==> src/rtl/tri_raster_seq.sv <==
// tri_raster_seq: bounding-box scan triangle rasterizer sharing one edge-function unit over 3 cycles per pixel.
// Define TRI_BOTHWIND_EN to also cover clockwise triangles (all three edge values <= 0).
module tri_raster_seq #(
    parameter int CW = 12
) (
    input  logic            clk,
    input  logic            rst,
    input  logic            tri_valid,
    output logic            tri_ready,
    input  logic [CW-1:0]   ptAX,
    input  logic [CW-1:0]   ptAY,
    input  logic [CW-1:0]   ptBX,
    input  logic [CW-1:0]   ptBY,
    input  logic [CW-1:0]   pt3X,
    input  logic [CW-1:0]   pt3Y,
    output logic            pix_valid,
    input  logic            pix_ready,
    output logic [CW-1:0]   pix_x,
    output logic [CW-1:0]   pix_y,
    output logic            done,
    output logic [2*CW:0]   pix_count
);
    typedef enum logic [2:0] {IDLE, SETUP, EVAL0, EVAL1, EVAL2, EMIT, DONE} state_t;
    state_t state_q, state_d;
    // vertex store: [0]=Ax [1]=Ay [2]=Bx [3]=By [4]=Cx [5]=Cy
    logic [5:0][CW-1:0] vtx_q, vtx_d;
    logic [CW-1:0] xmin_q, xmin_d, xmax_q, xmax_d, ymin_q, ymin_d, ymax_q, ymax_d;
    logic [CW-1:0] cur_x_q, cur_x_d, cur_y_q, cur_y_d;
    logic [2*CW:0] cnt_q, cnt_d;
    logic any_neg_q, any_neg_d, any_neg_now;
    logic [CW-1:0] px, py, qx, qy;
    logic signed [CW:0] dtx, dty, dpx, dpy;
    logic signed [2*CW+1:0] prod0, prod1;
    logic signed [2*CW+2:0] e;
    logic covered, adv;
`ifdef TRI_BOTHWIND_EN
    logic any_pos_q, any_pos_d, any_pos_now;
`endif

    function automatic logic [CW-1:0] min3(input logic [CW-1:0] a, b, c);
        logic [CW-1:0] m;
        m = (a < b) ? a : b;
        return (m < c) ? m : c;
    endfunction

    function automatic logic [CW-1:0] max3(input logic [CW-1:0] a, b, c);
        logic [CW-1:0] m;
        m = (a > b) ? a : b;
        return (m > c) ? m : c;
    endfunction

    always_comb begin
        px = (state_q == EVAL0) ? vtx_q[0] : (state_q == EVAL1) ? vtx_q[2] : vtx_q[4];
        py = (state_q == EVAL0) ? vtx_q[1] : (state_q == EVAL1) ? vtx_q[3] : vtx_q[5];
        qx = (state_q == EVAL0) ? vtx_q[2] : (state_q == EVAL1) ? vtx_q[4] : vtx_q[0];
        qy = (state_q == EVAL0) ? vtx_q[3] : (state_q == EVAL1) ? vtx_q[5] : vtx_q[1];
        dtx = $signed({1'b0, cur_x_q}) - $signed({1'b0, qx});
        dty = $signed({1'b0, cur_y_q}) - $signed({1'b0, qy});
        dpx = $signed({1'b0, px}) - $signed({1'b0, qx});
        dpy = $signed({1'b0, py}) - $signed({1'b0, qy});
        prod0 = (2*CW+2)'(dtx) * (2*CW+2)'(dpy);
        prod1 = (2*CW+2)'(dpx) * (2*CW+2)'(dty);
        e = (2*CW+3)'(prod0) - (2*CW+3)'(prod1);
        any_neg_now = e[2*CW+2] | (any_neg_q & (state_q != EVAL0));
`ifdef TRI_BOTHWIND_EN
        any_pos_now = (!e[2*CW+2] && e != '0) | (any_pos_q & (state_q != EVAL0));
        covered = !any_neg_now || !any_pos_now;
`else
        covered = !any_neg_now;
`endif
    end

    always_comb begin
        state_d = state_q;
        vtx_d = vtx_q;
        xmin_d = xmin_q;
        xmax_d = xmax_q;
        ymin_d = ymin_q;
        ymax_d = ymax_q;
        cur_x_d = cur_x_q;
        cur_y_d = cur_y_q;
        cnt_d = cnt_q;
        any_neg_d = any_neg_q;
`ifdef TRI_BOTHWIND_EN
        any_pos_d = any_pos_q;
`endif
        adv = 1'b0;
        if (state_q inside {EVAL0, EVAL1, EVAL2}) begin
            any_neg_d = any_neg_now;
`ifdef TRI_BOTHWIND_EN
            any_pos_d = any_pos_now;
`endif
        end
        case (state_q)
            IDLE: if (tri_valid) begin
                vtx_d = {pt3Y, pt3X, ptBY, ptBX, ptAY, ptAX};
                cnt_d = '0;
                state_d = SETUP;
            end
            SETUP: begin
                xmin_d = min3(vtx_q[0], vtx_q[2], vtx_q[4]);
                xmax_d = max3(vtx_q[0], vtx_q[2], vtx_q[4]);
                ymin_d = min3(vtx_q[1], vtx_q[3], vtx_q[5]);
                ymax_d = max3(vtx_q[1], vtx_q[3], vtx_q[5]);
                cur_x_d = xmin_d;
                cur_y_d = ymin_d;
                state_d = EVAL0;
            end
            EVAL0: state_d = EVAL1;
            EVAL1: state_d = EVAL2;
            EVAL2: begin
                state_d = EMIT;
                adv = !covered;
            end
            EMIT: if (pix_ready) begin
                cnt_d = cnt_q + (2*CW+1)'(1);
                adv = 1'b1;
            end
            DONE: state_d = IDLE;
            default: state_d = IDLE;
        endcase
        // compare before increment so a bbox edge at the coordinate maximum never wraps
        if (adv) begin
            if (cur_x_q < xmax_q) begin
                cur_x_d = cur_x_q + CW'(1);
                state_d = EVAL0;
            end else if (cur_y_q < ymax_q) begin
                cur_x_d = xmin_q;
                cur_y_d = cur_y_q + CW'(1);
                state_d = EVAL0;
            end else begin
                state_d = DONE;
            end
        end
    end

    always_ff @(posedge clk) begin
        if (rst) begin
            state_q <= IDLE;
            vtx_q <= '0;
            xmin_q <= '0;
            xmax_q <= '0;
            ymin_q <= '0;
            ymax_q <= '0;
            cur_x_q <= '0;
            cur_y_q <= '0;
            cnt_q <= '0;
            any_neg_q <= 1'b0;
`ifdef TRI_BOTHWIND_EN
            any_pos_q <= 1'b0;
`endif
        end else begin
            state_q <= state_d;
            vtx_q <= vtx_d;
            xmin_q <= xmin_d;
            xmax_q <= xmax_d;
            ymin_q <= ymin_d;
            ymax_q <= ymax_d;
            cur_x_q <= cur_x_d;
            cur_y_q <= cur_y_d;
            cnt_q <= cnt_d;
            any_neg_q <= any_neg_d;
`ifdef TRI_BOTHWIND_EN
            any_pos_q <= any_pos_d;
`endif
        end
    end

    assign tri_ready = (state_q == IDLE);
    assign pix_valid = (state_q == EMIT);
    assign done = (state_q == DONE);
    assign pix_x = cur_x_q;
    assign pix_y = cur_y_q;
    assign pix_count = cnt_q;
endmodule

==> config.mk <==
export PLATFORM = sky130hd
export DESIGN_NAME = tri_raster_seq
export DESIGN_NICKNAME = d
export VERILOG_FILES = /design/src/rtl/tri_raster_seq.sv
export SDC_FILE = /design/constraint.sdc
export NUM_CORES = 2
export LEC_CHECK = 0
export CAP_MARGIN = 20
export CORE_MARGIN = 2
export CORE_UTILIZATION = 55
export CTS_BUF_LIST = sky130_fd_sc_hd__clkbuf_8 sky130_fd_sc_hd__clkbuf_16
export CTS_CLUSTER_DIAMETER = 120
export CTS_CLUSTER_SIZE = 20
export DETAILED_ROUTE_END_ITERATION = 7
export PLACE_DENSITY = 0.79
export SYNTH_ARGS = -nofsm -noshare
export SYNTH_HDL_FRONTEND = slang
export SYNTH_SLANG_ARGS = --single-unit
==> constraint.sdc <==
create_clock -name clk -period 12.82 [get_ports clk]
set_input_delay 2.564 -clock clk [delete_from_list [all_inputs] [get_ports clk]]
set_output_delay 2.564 -clock clk [all_outputs]
set_load 0.05 [all_outputs]
## Yosys cells after proc, flatten, opt, wreduce, memory -nomap -nowiden

Cells that the tools add are included.

| cells by class | value |
|---|---|
| equality and inequality tests | 11 |
| reductions and logical operators | 6 |
| bitwise operators | 2 |
| add/sub/neg operators | 8 |
| mux-type cells | 34 |
| $lt $le $gt $ge | 10 |
| multiply operators | 2 |

Operators by type and width:

| operator | number |
|---|---|
| $mux 12 | 24 |
| $lt 12x12->1 | 6 |
| $mul 13x13->26 | 2 |
| $sub 12x12->13 | 4 |
| $mux 25 | 2 |
| $pmux 25 s2 | 1 |
| $gt 12x12->1 | 4 |
| $sub 26x26->27 | 1 |
| $add 25x1->25 const B | 1 |
| $add 12x1->12 const B | 2 |
| $pmux 3 s6 | 1 |
| $mux 3 | 4 |
| $eq 3x3->1 const B | 3 |
| $eq 3x2->1 const B | 2 |
| $ne 3x2->1 const B | 2 |
| $ne 2x1->1 const B | 2 |
| $reduce_and 2->1 | 2 |
| $eq 3x1->1 const B | 1 |
| $logic_not 3->1 | 1 |
| $reduce_and 3->1 | 1 |
| $reduce_bool 3->1 | 1 |
| $ne 2x2->1 const B | 1 |
| $pmux 1 s2 | 1 |
| $reduce_bool 2->1 | 1 |
| other kinds (3) | 3 |

| storage, ports and cells | value |
|---|---|
| input port bits | 76 |
| register bits after elaboration | 161 |
| output and inout bits | 52 |
| word-level logic and storage cells | 87 |

## Depth between registers and ports, before layout

| depth | value |
|---|---|
| depth after elaboration | 10 |
| mapped depth | 45 |
| gate-level depth less buffers | 38 |

## Worst setup path before layout

OpenSTA, ideal clock, no wires.

| path | value |
|---|---|
| path kind | register to register |
| start point | register state_q[0] |
| end point | register cur_y_q[3], in the netlist pix_y[3] |
| period minus slack after synthesis | 10.369 ns |
| library setup time | 0.122 ns |
| arrival time | 10.247 ns |
| data required time | 12.698 ns |
| stages on the path, launching flop included | 40 |
| buffers on the path | 5 |
| setup slack | 2.451 ns |
| cells stage by stage | dfxtp_1 > buf_2 > buf_1 > clkbuf_1 > mux2i_1 > nor2_1 > a21oi_1 > ha_1 > inv_1 > fa_1 > a21o_1 > a21oi_1 > o21bai_1 > a31o_2 > a41oi_1 > a21oi_1 > clkbuf_1 > or2_2 > (+4 left out) > fa_1 > inv_1 > fa_1 > fa_1 > fa_1 > inv_1 > fa_1 > ha_1 > and4_1 > nand2_1 > nor4_1 > o21ai_0 > o211ai_1 > xor2_1 > a211oi_1 > clkbuf_1 > and3_1 > a311o_1 |

| between the ends | value |
|---|---|
| cells in the longest elaborated chain, start to end | 9 |
| elaborated cells between the ends (all ways) | 28 |
| classes of those cells | add/sub (5); mul (2); eq/ne (6); mux (13); bitwise (2) |

Ends and longest elaborated chain:

| item | RTL line | source |
|---|---|---|
| from (decl) | 24 | `state_t state_q, state_d;` |
| from (signal assigned) | 153 | `state_q <= state_d;` |
| $eq 3x2->1 | - |  |
| $mux 12, on equally long branches (2 in series) | - |  |
| $sub 12x12->13, on equally long branches | - |  |
| $mul 13x13->26, on equally long branches | 61, 62 |  |
| $sub 26x26->27 | 63 | `e = (2*CW+3)'(prod0) - (2*CW+3)'(prod1);` |
| $or 1x1->1 | 64 | `any_neg_now = e[2*CW+2] \| (any_neg_q & (state_q != EVAL0));` |
| $pmux 1 s2 | 94 | `case (state_q)` |
| $mux 12 * | 123 | `if (adv) begin` |
| to (signal assigned) | 160 | `cur_y_q <= cur_y_d;` |
| to (decl) | 28 | `logic [CW-1:0] cur_x_q, cur_x_d, cur_y_q, cur_y_d;` |

Every way passes the cells marked *; elsewhere a longest branch is shown, timed or not.
A chain may end at the register's enable or synchronous reset.

## Worst setup path after layout

| path | value |
|---|---|
| start point | register state_q[2] |
| end point | register cur_y_q[10], in the netlist pix_y[10] |

Same word-level chain as after synthesis.

==> flow_summary.json <==
{
  "status": "finished, final reports clean",
  "cp_slowest_cell": "nand2b_2",
  "drv_slew": 0,
  "grt_util_all_layers": 0.320,
  "syn-num-nets": 3774,
  "cts.sinks": 161,
  "grt_pass1_vias": 22400,
  "mostFrequentLayoutCells": "556 x inv_1, 391 x fa_1, 384 x nand2_1",
  "grt_first_pass_wirelength_um": 120000,
  "layout-drive-gt1-share": 0.0469,
  "max_freq_mhz": 85.3,
  "pre_cts_slack_ns": 1.15,
  "critical-path-top-delay-family": "adder cells",
  "synthFlopType": "dfxtp_1",
  "drt_iter0_drc": 1826,
  "min-delay-start": "xmin_q[1]",
  "cap_viol_max_count": 0,
  "arrival_ns": 12.06,
  "synth_fa_ha_area_frac": 0.430,
  "yosys.area_share.xor_xnor": 0.0366,
  "netlist_instances": 3055,
  "htree_levels": 4,
  "wl_per_cell_um": 20.1,
  "cts.repair.resized": 0,
  "critical_path.endpoint_type": "flop",
  "path_common_cell": "fa_1",
  "hpwl_um": 62700,
  "slew_headroom": 0.205,
  "cts_buffers": 17,
  "synth-simple-area-share": 0.163,
  "worstSkewPairLatency_ns": 0.45,
  "clockBufferDepth": 2,
  "hold_ws_ns": 0.455,
  "cpPeakStageDelay_ns": 0.88,
  "hold_viol": 0,
  "worst_pin_slew_ns": 1.18,
  "syn_avg_cell_area_um2": 8.44,
  "critPathBufInv": 6,
  "ys_seq_area_frac": 0.125,
  "cp_max_fo": 59,
  "fin_nets": 3840,
  "die_y_um": 221,
  "die_width_um": 221,
  "synth_edf_count": 0,
  "crit_type": "reg -> reg",
  "required_ns": 13.16,
  "drt_wl_total_um": 75300,
  "synthMuxAreaShare": 0.0346,
  "cts.clk_slew.worst_paths_ns": 0.07,
  "synth-seq-cells": 161,
  "cts-root-buf": "clkbuf_16",
  "firstDrtPassIters": 6,
  "vias_per_cell": 5.82,
  "ys.warnings.count": 0,
  "antenna_found_initial": 0,
  "num_antenna_cells": 0,
  "dieArea_um2": 48600,
  "rsz0062_at_grt": "no",
  "cts_tree": "yes",
  "final_common_cell": "inv_1",
  "global_route.overflow_total": 0,
  "min_period_ns": 11.73,
  "cts_hold_buf": 0,
  "synth_compound_area_frac": 0.111,
  "netlist_area_um2": 25800,
  "grt_max_degree": 75,
  "drc": 0,
  "post_cts_buffers": 0,
  "hp-class": "reg -> reg",
  "io_buffers": 127,
  "num_rows": 79,
  "vias": 21800,
  "cp-start-kind": "flop",
  "start_util": 0.555,
  "rr_startpoint": "state_q[2]",
  "syn2layout_area_growth_pct": 9.70,
  "fin_crit_sh": 0.915,
  "fp.coreArea_um2": 46500,
  "setup_ws_ns": 1.09,
  "synthArstFlopShare": 0,
  "cp-startpoint": "state_q[2]",
  "skew_ns": 0.00858,
  "ant_nets": 0,
  "ioPinCount": 128,
  "place_congestion": 0.975,
  "tns_ns": 0,
  "synthDistinctLibCells": 78,
  "setup_viol": 0,
  "synth_top_family_by_area": "adder cells"
}
state kept, by name (all words and copies together), names as in the netlist, 3 cells and up:
signal     cells
ymax_q        12
xmax_q        12
pix_x         12
pix_count     25
vtx_q         72
xmin_q        12
state_q        3
pix_y         12
path summary, 6_finish.rpt:
kind	end	slack (ns)	depth (start not counted)
setup reg to reg	pix_y[10]	1.09	35
setup / recovery	pix_y[10]	1.09	35
hold / removal	xmin_q[1]	0.46	2
hold reg to reg	xmin_q[1]	0.46	2
layout make-up:
cell class | count | area (um^2)
clock buffers | 18 | 439
clock inverters | 14 | 143
fillers | 4003 | 18200
inverters | 552 | 2070
multi-input cells | 2218 | 20000
flip-flops and latches | 161 | 3220
well taps | 607 | 759
repair buffers | 171 | 1620
worst register-to-register path, delay by kind of cell, from the launching register on:
family | cells | cell delay (ns)
adders and majority gates | 10 | 4.72
and+or+nand+nor | 4 | 1.39
DFF | 1 | 0.55
buffers and inverters | 6 | 0.51
xor gates and xnor gates | 2 | 1.32
AOI/OAI and AO/OA | 13 | 3.14
synthesized netlist by cell type (12+ instances only):
master	count	area (um^2)
clkbuf_1	107	402
nand3b_1	13	97.6
o21ai_0	93	465
o211ai_1	22	165
and2_1	22	138
and3_1	21	131
a21oi_1	169	846
nand4_1	43	269
nor2b_1	27	169
xor2_1	44	385
a22oi_1	12	90.1
nor2_1	226	848
fa_1	391	7830
dfxtp_1	161	3220
a21o_1	36	270
nand2_1	384	1440
mux2i_1	63	631
inv_1	552	2070
ha_1	252	3150
a211oi_1	21	158
nand3_1	36	180
nand2b_1	71	444
xnor2_1	62	543
mux2_2	22	248
nor3_1	26	130
a221oi_1	14	123
routing by layer:
| layer | routed length, um | vias to the layer above | part of all wire | global-route usage |
|---|---|---|---|---|
| met1 | 30300 | 10700 | 0.40 | 0.416 |
| met3 | 5800 | 191 | 0.077 | 0.0500 |
| met4 | 3220 | 0 | 0.043 | 0.143 |
| met5 | 0 | - | 0 | 0 |
| li1 | - | 9909 | - | - |
| met2 | 35900 | 954 | 0.48 | 0.528 |
cell families (layout without fill, tap and decap cells):
family                     Yosys count  in the layout
and+or+nand+nor                    921            921
buffers and inverters              676            755
adders and majority gates          653            653
muxes                               86             86
xor gates and xnor gates           107            107
DFF                                161            161
AOI/OAI and AO/OA                  451            451
stage by stage:
| step | instance area (um^2) | cells | util |
|---|---|---|---|
| after global routing | 28300 | 3741 | 0.609 |
| after global placement | 27600 | 3702 | 0.595 |
| final | 28300 | 3741 | 0.609 |
| after CTS | 28200 | 3735 | 0.607 |
| after floorplan | 25800 | 3055 | - |
| after detailed placement | 27600 | 3703 | 0.595 |
Power is not shown: default switching activity piles up to over one toggle a cycle in this logic, so the estimate is an artifact.
